--- src/rtl/l2_cache_pkg.sv ---
// Shared L2 cache types: coherence state encoding, eviction record layout
// and the default field widths used by the eviction path.
package l2_cache_pkg;

  localparam int TAG_W   = 16;
  localparam int SET_W   = 8;
  localparam int STATE_W = 2;

  typedef enum logic [STATE_W-1:0] {
    INVALID   = 2'd0,
    SHARED    = 2'd1,
    EXCLUSIVE = 2'd2,
    MODIFIED  = 2'd3
  } coh_state_e;

  typedef struct packed {
    logic [TAG_W-1:0] tag;
    logic [SET_W-1:0] set;
    coh_state_e       state;
  } evict_rec_t;

endpackage

--- src/rtl/l2_evict_fifo.sv ---
// Small synchronous FIFO for joined eviction records. Pushes into a full
// FIFO and pops from an empty one are ignored; pointers wrap modulo DEPTH.
module l2_evict_fifo #(
  parameter int DATA_W = 26,
  parameter int DEPTH  = 4
) (
  input  logic              clk,
  input  logic              rst,
  input  logic              push_i,
  input  logic [DATA_W-1:0] push_data_i,
  input  logic              pop_i,
  output logic              full_o,
  output logic              empty_o,
  output logic [DATA_W-1:0] head_o
);

  localparam int AW = $clog2(DEPTH);
  localparam logic [AW:0] DEPTH_C = (AW+1)'(DEPTH);

  logic [AW-1:0]     wr_ptr_q;
  logic [AW-1:0]     rd_ptr_q;
  logic [AW:0]       count_q;
  logic [DATA_W-1:0] mem_q [DEPTH];
  logic              do_push;
  logic              do_pop;

  assign full_o  = (count_q == DEPTH_C);
  assign empty_o = (count_q == '0);
  assign do_push = push_i && !full_o;
  assign do_pop  = pop_i && !empty_o;
  assign head_o  = mem_q[rd_ptr_q];

  // Pointer and occupancy bookkeeping; power-of-two depth lets pointers wrap naturally.
  always_ff @(posedge clk or negedge rst) begin
    if (!rst) begin
      wr_ptr_q <= '0;
      rd_ptr_q <= '0;
      count_q  <= '0;
    end else begin
      if (do_push) wr_ptr_q <= wr_ptr_q + AW'(1);
      if (do_pop)  rd_ptr_q <= rd_ptr_q + AW'(1);
      case ({do_push, do_pop})
        2'b10:   count_q <= count_q + (AW+1)'(1);
        2'b01:   count_q <= count_q - (AW+1)'(1);
        default: count_q <= count_q;
      endcase
    end
  end

  // Storage array; contents need no reset because occupancy gates every read.
  always_ff @(posedge clk) begin
    if (do_push) mem_q[wr_ptr_q] <= push_data_i;
  end

endmodule

--- src/rtl/l2_evict_writeback_queue.sv ---
// Joins the tag bank's three eviction channels into one record, queues valid
// victims, issues memory writebacks and tracks them until acknowledged.
module l2_evict_writeback_queue #(
  parameter int TAG_W   = l2_cache_pkg::TAG_W,
  parameter int SET_W   = l2_cache_pkg::SET_W,
  parameter int STATE_W = l2_cache_pkg::STATE_W,
  parameter int DEPTH   = 4,
  parameter int MAX_OUT = 2
) (
  input  logic                   clk,
  input  logic                   rst,
  input  logic                   tag_out_evict_valid,
  output logic                   tag_out_evict_ready,
  input  logic [TAG_W-1:0]       tag_out_evict_data,
  input  logic                   set_out_evict_valid,
  output logic                   set_out_evict_ready,
  input  logic [SET_W-1:0]       set_out_evict_data,
  input  logic                   state_out_evict_valid,
  output logic                   state_out_evict_ready,
  input  logic [STATE_W-1:0]     state_out_evict_data,
  output logic                   wb_req_valid,
  input  logic                   wb_req_ready,
  output logic [TAG_W+SET_W-1:0] wb_req_addr,
  output logic                   wb_req_dirty,
  input  logic                   wb_ack,
  output logic                   busy,
  output logic [7:0]             drop_cnt,
  output logic                   err_ack_underflow
);

  import l2_cache_pkg::*;

  localparam int REC_W = TAG_W + SET_W + STATE_W;
  localparam int OUT_W = $clog2(MAX_OUT + 1);
  localparam logic [OUT_W-1:0]   MAX_OUT_C   = OUT_W'(MAX_OUT);
  localparam logic [STATE_W-1:0] ST_INVALID  = STATE_W'(INVALID);
  localparam logic [STATE_W-1:0] ST_MODIFIED = STATE_W'(MODIFIED);

  logic [TAG_W-1:0]   tag_q;
  logic [SET_W-1:0]   set_q;
  logic [STATE_W-1:0] state_q;
  logic               tag_held_q;
  logic               set_held_q;
  logic               state_held_q;

  logic [OUT_W-1:0]   out_cnt_q;
  logic [OUT_W-1:0]   out_cnt_d;
  logic [7:0]         drop_cnt_q;
  logic [7:0]         drop_cnt_d;
  logic               err_q;
  logic               err_d;

  logic               tag_hs;
  logic               set_hs;
  logic               state_hs;
  logic               rec_invalid;
  logic               join_fire;
  logic               fifo_push;
  logic               fifo_full;
  logic               fifo_empty;
  logic [REC_W-1:0]   fifo_head;
  logic               wb_pop;

  // Join: an INVALID record always leaves (it is dropped), a real victim needs FIFO room.
  assign rec_invalid = (state_q == ST_INVALID);
  assign join_fire   = tag_held_q && set_held_q && state_held_q &&
                       (rec_invalid || !fifo_full);
  assign fifo_push   = join_fire && !rec_invalid;

  // A channel accepts when its slot is empty or is being vacated this cycle.
  assign tag_out_evict_ready   = rst && (!tag_held_q   || join_fire);
  assign set_out_evict_ready   = rst && (!set_held_q   || join_fire);
  assign state_out_evict_ready = rst && (!state_held_q || join_fire);

  assign tag_hs   = tag_out_evict_valid   && tag_out_evict_ready;
  assign set_hs   = set_out_evict_valid   && set_out_evict_ready;
  assign state_hs = state_out_evict_valid && state_out_evict_ready;

  // Per-channel hold registers: capture on handshake, release on join.
  always_ff @(posedge clk or negedge rst) begin
    if (!rst) begin
      tag_q        <= '0;
      set_q        <= '0;
      state_q      <= '0;
      tag_held_q   <= 1'b0;
      set_held_q   <= 1'b0;
      state_held_q <= 1'b0;
    end else begin
      if (tag_hs) begin
        tag_q      <= tag_out_evict_data;
        tag_held_q <= 1'b1;
      end else if (join_fire) begin
        tag_held_q <= 1'b0;
      end
      if (set_hs) begin
        set_q      <= set_out_evict_data;
        set_held_q <= 1'b1;
      end else if (join_fire) begin
        set_held_q <= 1'b0;
      end
      if (state_hs) begin
        state_q      <= state_out_evict_data;
        state_held_q <= 1'b1;
      end else if (join_fire) begin
        state_held_q <= 1'b0;
      end
    end
  end

  l2_evict_fifo #(
    .DATA_W (REC_W),
    .DEPTH  (DEPTH)
  ) u_fifo (
    .clk         (clk),
    .rst         (rst),
    .push_i      (fifo_push),
    .push_data_i ({tag_q, set_q, state_q}),
    .pop_i       (wb_pop),
    .full_o      (fifo_full),
    .empty_o     (fifo_empty),
    .head_o      (fifo_head)
  );

  // Request side: head entry is presented only while the outstanding window has room.
  assign wb_req_valid = !fifo_empty && (out_cnt_q < MAX_OUT_C);
  assign wb_req_addr  = fifo_head[REC_W-1:STATE_W];
  assign wb_req_dirty = (fifo_head[STATE_W-1:0] == ST_MODIFIED);
  assign wb_pop       = wb_req_valid && wb_req_ready;

  // Next-state for outstanding count, drop counter and the sticky underflow flag.
  always_comb begin
    out_cnt_d  = out_cnt_q;
    drop_cnt_d = drop_cnt_q;
    err_d      = err_q;
    if (wb_pop && !wb_ack) begin
      out_cnt_d = out_cnt_q + OUT_W'(1);
    end else if (!wb_pop && wb_ack) begin
      if (out_cnt_q == '0) begin
        err_d = 1'b1;
      end else begin
        out_cnt_d = out_cnt_q - OUT_W'(1);
      end
    end
    if (join_fire && rec_invalid && (drop_cnt_q != 8'hFF)) begin
      drop_cnt_d = drop_cnt_q + 8'd1;
    end
  end

  // Counter and status registers.
  always_ff @(posedge clk or negedge rst) begin
    if (!rst) begin
      out_cnt_q  <= '0;
      drop_cnt_q <= '0;
      err_q      <= 1'b0;
    end else begin
      out_cnt_q  <= out_cnt_d;
      drop_cnt_q <= drop_cnt_d;
      err_q      <= err_d;
    end
  end

  assign drop_cnt          = drop_cnt_q;
  assign err_ack_underflow = err_q;
  assign busy              = tag_held_q || set_held_q || state_held_q ||
                             !fifo_empty || (out_cnt_q != '0);

endmodule

--- config.mk ---
export PLATFORM = sky130hd
export DESIGN_NAME = l2_evict_writeback_queue
export DESIGN_NICKNAME = d
export VERILOG_FILES = /design/src/rtl/l2_cache_pkg.sv /design/src/rtl/l2_evict_fifo.sv /design/src/rtl/l2_evict_writeback_queue.sv
export SDC_FILE = /design/constraint.sdc
export NUM_CORES = 1
export LEC_CHECK = 0
export BUFFER_PORTS_ARGS = -buffer_cell sky130_fd_sc_hd__buf_4
export CELL_PAD_IN_SITES_DETAIL_PLACEMENT = 0
export CELL_PAD_IN_SITES_GLOBAL_PLACEMENT = 1
export CORE_UTILIZATION = 37
export CTS_BUF_LIST = sky130_fd_sc_hd__clkbuf_2
export CTS_CLUSTER_DIAMETER = 50
export DETAILED_ROUTE_END_ITERATION = 10
export GPL_TIMING_DRIVEN = 0
export PLACE_DENSITY = 0.67
export SLEW_MARGIN = 0
export SYNTH_ARGS = -nofsm -noshare
export SYNTH_HDL_FRONTEND = slang
export SYNTH_SLANG_ARGS = --single-unit
export TNS_END_PERCENT = 10
--- constraint.sdc ---
create_clock -name clk -period 3.4 [get_ports clk]
set_clock_uncertainty 0.2 [all_clocks]
set_input_delay 0.17 -clock clk [delete_from_list [all_inputs] [get_ports clk]]
set_output_delay 0.17 -clock clk [all_outputs]
set_load 0.05 [all_outputs]
==> flow_metrics.tcl, run 1 <==
set metrics [dict create \
    detail_route.wl_per_cell_um 15.6 \
    ys_seq_area_frac 0.723 \
    hold_depth 4 \
    nets 519 \
    first_pass_iters 4 \
    synth.avg_cell_area_um2 19.0 \
    numClockSinks 151 \
    grt_pass1_wl_mm 17.2 \
    crit_required_ns 3.03 \
    ys_ff_latch 151 \
    yosys-top-cells-area "edfxtp_1 (52%), dfrtp_1 (20%), mux4_2 (9.1%)" \
    numCtsBuffers 17 \
    ir_drop_mv 0.499 \
    hold_start "tag_out_evict_valid" \
    drive_above_1_share 0.345 \
    die_y_um 129 \
    post-route-period-util 0.920 \
    tightest_slew_ns 0.772 \
    hpwl_mm 6.28 \
    clock_latency_ns 0.68 \
    min_path_type "input port to flip-flop" \
    maxCapViolCount 0 \
    power_switching_mw 2.59 \
    synth_ff_type "edfxtp_1" \
    rows 45 \
    setup_tns_ns 0 \
    final.setup.worst_slack_ns 0.273 \
    routed_via_density 4.59 \
    gp_congestion 0.716 \
    dp_cells 595 \
    drc 0 \
    p_leak_nw 2.95 \
    report.final.slew_viol_count 0 \
    relSlewSlack 0.485 \
    track_usage 0.143 \
    yosys_warnings 0 \
    cp_max_fo 10 \
    yosys.area.top_type_share 0.525 \
    power_frac_seq 0.436 \
    max_freq_mhz 320 \
    period_minus_slack_ns 3.13 \
    wl_mm 11.0 \
    overflow 0 \
    synth_most_common_cell "edfxtp_1" \
    synth_area_mm2 0.00595 \
    initial_core_util 0.386 \
    p_total_mw 6.63 \
    fin_util 0.502 \
    die_area_mm2 0.0166 \
    fin_cells 701 \
    clock_power_share 0.145 \
    p_per_area_mw_per_mm2 856 \
    io_pins 72 \
    antenna_found_initial 0 \
    hold_viol 0 \
    p_int_mw 4.03 \
    placed_cell_area_mm2 0.00675 \
    r2r-start "state_q[0]$_DFFE_PN0P_" \
    whs_ns 0.116 \
    synth_edf_count 104 \
    cp_data_arrival_time_ns 2.76 \
    clockBufferDepth 2 \
    async_reset_ff_frac 0.311 \
    rr_worst_depth 8 \
    rsz0062_at_grt "no" \
    vias 3220 \
    root_buffer "clkbuf_2" \
    pwr-share-comb 0.419 \
    coreArea_mm2 0.0154 \
    r2r_end "tag_q[1]$_DFFE_PN0P_" \
    final_area_mm2 0.00774 \
    finalSetupViolCount 0 \
    cts.reportedPaths.clkPinSlew_ns 0.22 \
    final_antenna_net_count 0 \
    pre_cts_ws_ns 0.728 \
    switching_share 0.392 \
    critPathKind "flip-flop to output pin" \
    netlist_instances 313 \
    io_buffers 71 \
    die_w_um 129 \
    reg2reg_slack_ns 0.69 \
    cts_tree "done" \
    cts_max_level 4 \
    synth_top_area_cell "edfxtp_1" \
    critPathLaunchType "flip-flop" \
    syn_to_final_growth_pct 30.1 \
    grt_pass1_vias 3312 \
    synthTopCellsByCount "edfxtp_1 (104), dfrtp_1 (47), mux4_2 (24)" \
    grt_start_max_net_pins 48 \
    syn_nets 355 \
    crit_path_end_kind "output pin" \
    num_antenna_cells 0 \
    hold_end "tag_held_q$_DFFE_PN0P_" \
    synth.distinct_cells 41 \
    status "finished, final reports clean" \
    drtIter0Drc 159 \
]
## worst max-delay path, cell delays in order, from the launching register on
cell      delay [ns]
dfrtp_1         0.37
clkbuf_1        0.49
buf_1           0.58
mux4_2          0.43
buf_4           0.21
## cells by family after synthesis
logic type      Yosys count  synth area share
flops                   151             0.723
mux                      53             0.152
simple gates             53            0.0492
buf+inv                  19            0.0183
compound gates           16            0.0204
xor+xnor                 12            0.0177
fa+ha+maj                 9            0.0202
## worst max path at each step
stage / to / start / cells after the start
finish: wb_req_addr[18] / u_fifo.rd_ptr_q[1]$_DFFE_PN0P_ / 4
floorplan: u_fifo.mem_q[0][0]$_DFFE_PP_ / tag_held_q$_DFFE_PN0P_ / 3
global route: wb_req_addr[14] / u_fifo.rd_ptr_q[1]$_DFFE_PN0P_ / 4
detailed placement: u_fifo.count_q[2]$_DFFE_PN0P_ / u_fifo.count_q[0]$_DFFE_PN0P_ / 8
global placement: u_fifo.mem_q[1][15]$_DFFE_PP_ / tag_held_q$_DFFE_PN0P_ / 3
CTS: wb_req_addr[18] / u_fifo.rd_ptr_q[1]$_DFFE_PN0P_ / 4
## area by class of cell
class,instances,area (µm²)
fill,1363,7690
sequential,151,4300
multi-input combinational,143,1550
timing repair buffer,145,1290
tap,211,264
clock inverter,15,145
clock buffer,17,85.1
buffer,10,75.1
inverter,9,33.8
## power groups by stage
stage | logic, mW | clock network (mW) | registers, mW
global route | 2.96 | 1.08 | 2.96
global placement | 2.61 | 0 | 2.91
CTS | 2.82 | 1.00 | 2.89
detailed placement | 2.63 | 0 | 2.94
floorplan | 1.91 | 0 | 2.92
finish | 2.78 | 0.960 | 2.89
## cells in the final DEF (no fill, tap or decap), types with 7 or more instances in the layout
| cell type | instances |
|---|---|
| dfrtp_1 | 47 |
| nand2_1 | 17 |
| mux4_2 | 24 |
| mux2_2 | 16 |
| edfxtp_1 | 104 |
| clkbuf_2 | 17 |
| nor2_1 | 8 |
| inv_1 | 9 |
| dlygate4sd3_1 | 73 |
| buf_4 | 72 |
| ha_1 | 8 |
| mux2_4 | 10 |
| xnor2_1 | 7 |
## flip-flops by register name (all words and copies together) (netlist names), 2 cells and up
signal and flops:
u_fifo.rd_ptr_q 2, set_q 8, u_fifo.wr_ptr_q 2, u_fifo.count_q 3, out_cnt_q 2, u_fifo.mem_q 104, tag_q 16, state_q 2
drop_cnt 8
## routing by layer
layer	track usage	share of wire	vias up
met4	0.0415	0.0078	0
met1	0.181	0.46	1612
li1	-	-	1531
met3	0.0437	0.042	5
met2	0.237	0.49	72
met5	0	0	-
## what timing repair did
item	4_1_cts	5_1_grt
endpoints found under the hold margin	82	4
resized for setup	0	0
hold buffers	70	4
buffers inserted	0	0
(Power assumes the default switching activity.)
==> inputs of run 2 (changes only) <==
- PLACE_DENSITY: 0.67 -> not set
- PLACE_DENSITY_LB_ADDON: not set -> 0.1
==> run 2 against run 1 <==
Against the previous run:
- combinational power about the same
- highest routed layer unchanged
- total power up 4.9%
- critical path depth did not move
- first-iteration DRC count fell by 13%
- global-route usage grew 0.67 points
- non-clock buffer count down 1
- critical path type unchanged
- clock power rose by 34%
- largest power group unchanged
==> flow_metrics.tcl, run 2 (synthesis results as in run 1) <==
set metrics [dict create \
    grt-busiest-layer "met2" \
    cp_max_fo 10 \
    largestRegisters "u_fifo.mem_q: 104 flops, tag_q: 16 flops" \
    hold_viol 0 \
    cts_tree "done" \
    track_usage 0.150 \
    gr-usage-met1 0.189 \
    tightest_slew_ns 0.789 \
    grt_start_max_net_pins 48 \
    routed_via_density 4.63 \
    io_pins 72 \
    cts.reportedPaths.clkPinSlew_ns 0.22 \
    vias 3239 \
    final_area_mm2 0.00784 \
    fill_cells 1340 \
    use_met2 0.248 \
    num_antenna_cells 0 \
    clock_latency_ns 0.67 \
    p_per_area_mw_per_mm2 887 \
    io_buffers 71 \
    fin_util 0.508 \
    status "finished, final reports clean" \
    p_total_mw 6.95 \
    power_switching_mw 2.56 \
    ir_drop_mv 0.428 \
    globalRouteMet3Util 0.0474 \
    max_freq_mhz 322 \
    drtIter0Drc 139 \
    critPathKind "flip-flop to output pin" \
    clockBufferDepth 2 \
    grt_pass1_vias 3348 \
    maxCapViolCount 0 \
    first_pass_iters 4 \
    nets 518 \
    setup_tns_ns 0 \
    clock_power_share 0.186 \
    post-route-period-util 0.913 \
    die_area_mm2 0.0166 \
    detail_route.wl_per_cell_um 15.9 \
    power_frac_seq 0.417 \
    root_buffer "clkbuf_2" \
    report.final.slew_viol_count 0 \
    period_minus_slack_ns 3.10 \
    syn_to_final_growth_pct 31.7 \
    die_y_um 129 \
    cts_max_level 4 \
    largest_register_ff_count 104 \
    p_leak_nw 3.01 \
    p_int_mw 4.39 \
    cp_data_arrival_time_ns 2.73 \
    min_path_type "flip-flop to flip-flop" \
    largest_register "u_fifo.mem_q" \
    hpwl_mm 6.40 \
    drive_above_1_share 0.348 \
    numClockSinks 151 \
    overflow 0 \
    critPathLaunchType "flip-flop" \
    final_cell_mix "edfxtp_1 (104), buf_4 (72), dlygate4sd3_1 (72)" \
    finalSetupViolCount 0 \
    final_antenna_net_count 0 \
    placed_cell_area_mm2 0.00675 \
    final.setup.worst_slack_ns 0.295 \
    coreArea_mm2 0.0154 \
    die_w_um 129 \
    drc 0 \
    pre_cts_ws_ns 0.767 \
    crit_required_ns 3.03 \
    initial_core_util 0.386 \
    wl_mm 11.2 \
    gp_congestion 0.693 \
    crit_path_end_kind "output pin" \
    switching_share 0.369 \
    antenna_found_initial 0 \
    rows 45 \
    rsz0062_at_grt "no" \
    pwr-share-comb 0.397 \
    final_common_cell "edfxtp_1" \
    grt_pass1_wl_mm 17.9 \
    numCtsBuffers 17 \
    relSlewSlack 0.474 \
    cts_resized 0 \
]
==> run 2: path summary, 6_finish.rpt <==
| path | startpoint | end | slack (ns) | cells after the start |
|---|---|---|---|---|
| setup / recovery | u_fifo.rd_ptr_q[1]$_DFFE_PN0P_ | wb_req_addr[8] | 0.30 | 4 |
| hold / removal | err_ack_underflow$_DFFE_PN0P_ | err_ack_underflow$_DFFE_PN0P_ | 0.29 | 1 |
| setup reg to reg | state_q[1]$_DFFE_PN0P_ | tag_q[3]$_DFFE_PN0P_ | 0.70 | 8 |
| hold reg to reg | err_ack_underflow$_DFFE_PN0P_ | err_ack_underflow$_DFFE_PN0P_ | 0.29 | 1 |
| max in group asynchronous | rst | tag_q[10]$_DFFE_PN0P_ | 2.35 | 4 |
| min in group asynchronous | rst | set_q[3]$_DFFE_PN0P_ | 0.38 | 4 |
==> run 2: per-layer routing <==
metal  vias up  part of all wire
met5         -                 0
met4         0            0.0085
met3         7             0.036
met2        58              0.51
met1      1643              0.45
li1       1531                 -
==> run 2: layout make-up <==
| type | count | area (µm²) | share of cell area |
|---|---|---|---|
| inverter | 9 | 33.8 | 0.00431 |
| tap | 211 | 264 | 0.0337 |
| clock inverter | 14 | 246 | 0.0315 |
| clock buffer | 18 | 90.1 | 0.0115 |
| buffer | 10 | 75.1 | 0.00958 |
| timing repair buffer | 144 | 1280 | 0.163 |
| sequential | 151 | 4300 | 0.549 |
| multi-input combinational | 143 | 1550 | 0.197 |
==> run 2: critical path: stages (launching register included) <==
cell and delay [ns]:
dfrtp_1 0.37, clkbuf_1 0.48, clkbuf_1 0.58, mux4_2 0.43, buf_4 0.21
==> run 2: per-stage QoR <==
step           hold WS (ns)  cells
6_report              0.292    700
5_1_grt               0.239    700
3_3_place_gp         0.0921    595
2_1_floorplan        -0.326    313
4_1_cts            0.000264    695
3_5_place_dp         0.0923    595
==> run 2: power by group through the flow <==
| stage | sequential, mW | clock [mW] | combinational (mW) |
|---|---|---|---|
| 6_report | 2.90 | 1.29 | 2.76 |
| 5_1_grt | 2.97 | 1.41 | 2.96 |
| 4_1_cts | 2.90 | 1.33 | 2.81 |
| 3_5_place_dp | 2.95 | 0 | 2.64 |
| 3_3_place_gp | 2.92 | 0 | 2.61 |
| 2_1_floorplan | 2.92 | 0 | 1.91 |
==> run 2: what timing repair did <==
| action | 4_1_cts | 5_1_grt |
|---|---|---|
| hold buffers | 68 | 5 |
| hold endpoints to repair | 81 | 5 |
| setup buffers | 0 | 0 |
==> inputs of run 3 (changes only) <==
- REMOVE_ABC_BUFFERS: not set -> 1
==> run 3 against run 2 <==
Against the previous run:
- maximum frequency is 1.6% higher
- via count is 1.4% lower
- sequential share of layout area is 0.96 points higher
- clock power is 19% lower
- final cell count is 1.3% lower
- clock-buffer cell count is 1 higher
- design area is 1.7% lower
- worst hold slack worse by 0.19 ns
- die area stayed put
- combinational power is 3% lower
- global-route usage hardly changed
- sequential power is 3% higher
==> flow_metrics.tcl, run 3 (synthesis results as in run 1) <==
set metrics [dict create \
    cp_max_fo 16 \
    antenna_found_initial 0 \
    io_pins 72 \
    final_common_cell "edfxtp_1" \
    grt_pass1_wl_mm 17.8 \
    final_area_mm2 0.00770 \
    cts_max_level 4 \
    relSlewSlack 0.106 \
    placed_cell_area_mm2 0.00670 \
    numCtsBuffers 17 \
    hpwl_mm 6.09 \
    p_per_area_mw_per_mm2 875 \
    critPathLaunchType "flip-flop" \
    track_usage 0.150 \
    rsz0062_at_grt "no" \
    fin_util 0.499 \
    cts_tree "done" \
    crit_path_end_kind "flip-flop" \
    hold_start "tag_out_evict_valid" \
    largest_register "u_fifo.mem_q" \
    initial_core_util 0.386 \
    routed_via_density 4.62 \
    detail_route.wl_per_cell_um 16.2 \
    rows 45 \
    clock_latency_ns 0.67 \
    root_buffer "clkbuf_2" \
    r2r-start "state_q[0]$_DFFE_PN0P_" \
    vias 3194 \
    clockBufferDepth 2 \
    max_freq_mhz 327 \
    die_y_um 129 \
    hold_end "tag_held_q$_DFFE_PN0P_" \
    gp_congestion 0.721 \
    tightest_slew_ns 1.34 \
    die_area_mm2 0.0166 \
    largest_register_ff_count 104 \
    reg2reg_slack_ns 0.34 \
    grt_pass1_vias 3350 \
    hold_depth 4 \
    drtIter0Drc 97 \
    overflow 0 \
    min_path_type "input port to flip-flop" \
    rr_worst_depth 5 \
    largestRegisters "u_fifo.mem_q: 104 flops, tag_q: 16 flops" \
    cts.reportedPaths.clkPinSlew_ns 0.20 \
    coreArea_mm2 0.0154 \
    crit_required_ns 3.75 \
    p_leak_nw 2.94 \
    whs_ns 0.107 \
    status "finished, final reports clean" \
    period_minus_slack_ns 3.06 \
    post-route-period-util 0.899 \
    final_cell_mix "edfxtp_1 (104), dlygate4sd3_1 (72), buf_4 (71)" \
    finalSetupViolCount 0 \
    drive_above_1_share 0.335 \
    cp_data_arrival_time_ns 3.41 \
    die_w_um 129 \
    nets 509 \
    critPathKind "flip-flop to flip-flop" \
    r2r_end "tag_q[15]$_DFFE_PN0P_" \
    maxCapViolCount 0 \
    syn_to_final_growth_pct 29.5 \
    drc 0 \
    grt_start_max_net_pins 48 \
    io_buffers 71 \
    report.final.slew_viol_count 0 \
    setup_tns_ns 0 \
    hold_viol 0 \
    num_antenna_cells 0 \
    first_pass_iters 4 \
    wl_mm 11.2 \
    numClockSinks 151 \
    ir_drop_mv 0.426 \
    final_antenna_net_count 0 \
]
run 3: repair_timing:
| action | 4_1_cts | 5_1_grt |
|---|---|---|
| setup buffers | 0 | 0 |
| endpoints found under the setup margin | 0 | 1 |
| hold buffers | 71 | 2 |
| hold endpoints to repair | 82 | 2 |
| resized for setup | 0 | 1 |
run 3: routing by layer:
layer,up-vias,share of wire,GRT usage
met5,-,0,0
met4,0,0.0081,0.0498
met3,8,0.038,0.0449
met2,69,0.50,0.250
met1,1612,0.45,0.187
li1,1505,-,-
run 3: metrics by stage:
step / worst slack (ns) / power, mW / instances
after floorplan: 0.791 / 4.77 / 303
after global placement: 0.269 / 5.49 / 585
after detailed placement: 0.672 / 5.55 / 586
after CTS: 0.114 / 6.83 / 689
after global routing: 0.175 / 7.13 / 691
final: 0.343 / 6.74 / 691
run 3: worst max-delay path by stage:
stage	from	endpoint	slack (ns)	cells past startpoint
final	state_q[0]$_DFFE_PN0P_	tag_q[15]$_DFFE_PN0P_	0.34	5
after global routing	state_q[0]$_DFFE_PN0P_	tag_q[13]$_DFFE_PN0P_	0.18	5
after CTS	state_q[0]$_DFFE_PN0P_	set_q[3]$_DFFE_PN0P_	0.11	5
after detailed placement	state_q[0]$_DFFE_PN0P_	set_q[5]$_DFFE_PN0P_	0.67	4
after global placement	state_q[0]$_DFFE_PN0P_	u_fifo.mem_q[0][8]$_DFFE_PP_	0.27	3
after floorplan	u_fifo.rd_ptr_q[0]$_DFFE_PN0P_	wb_req_dirty	0.79	2
run 3: area by class of cell:
| class | count | area, µm² |
|---|---|---|
| timing repair buffer | 145 | 1300 |
| inverter | 9 | 33.8 |
| fill | 1358 | 7720 |
| tap | 211 | 264 |
| sequential | 151 | 4300 |
| multi-input combinational | 143 | 1550 |
| clock inverter | 13 | 160 |
| clock buffer | 19 | 95.1 |
run 3: critical path, cell delays in order, from the launching register on:
cell and delay [ns]:
dfrtp_1 0.48, or2_1 0.37, a31oi_2 0.26, nor2b_4 0.66
mux2_2 0.41, dlygate4sd3_1 0.56
run 3: report_power, final:
part / internal [mW] / switching, mW / leakage (nW)
registers: 2.58 / 0.416 / 1.50
logic: 1.19 / 1.50 / 1.29
clock network: 0.472 / 0.583 / 0.153
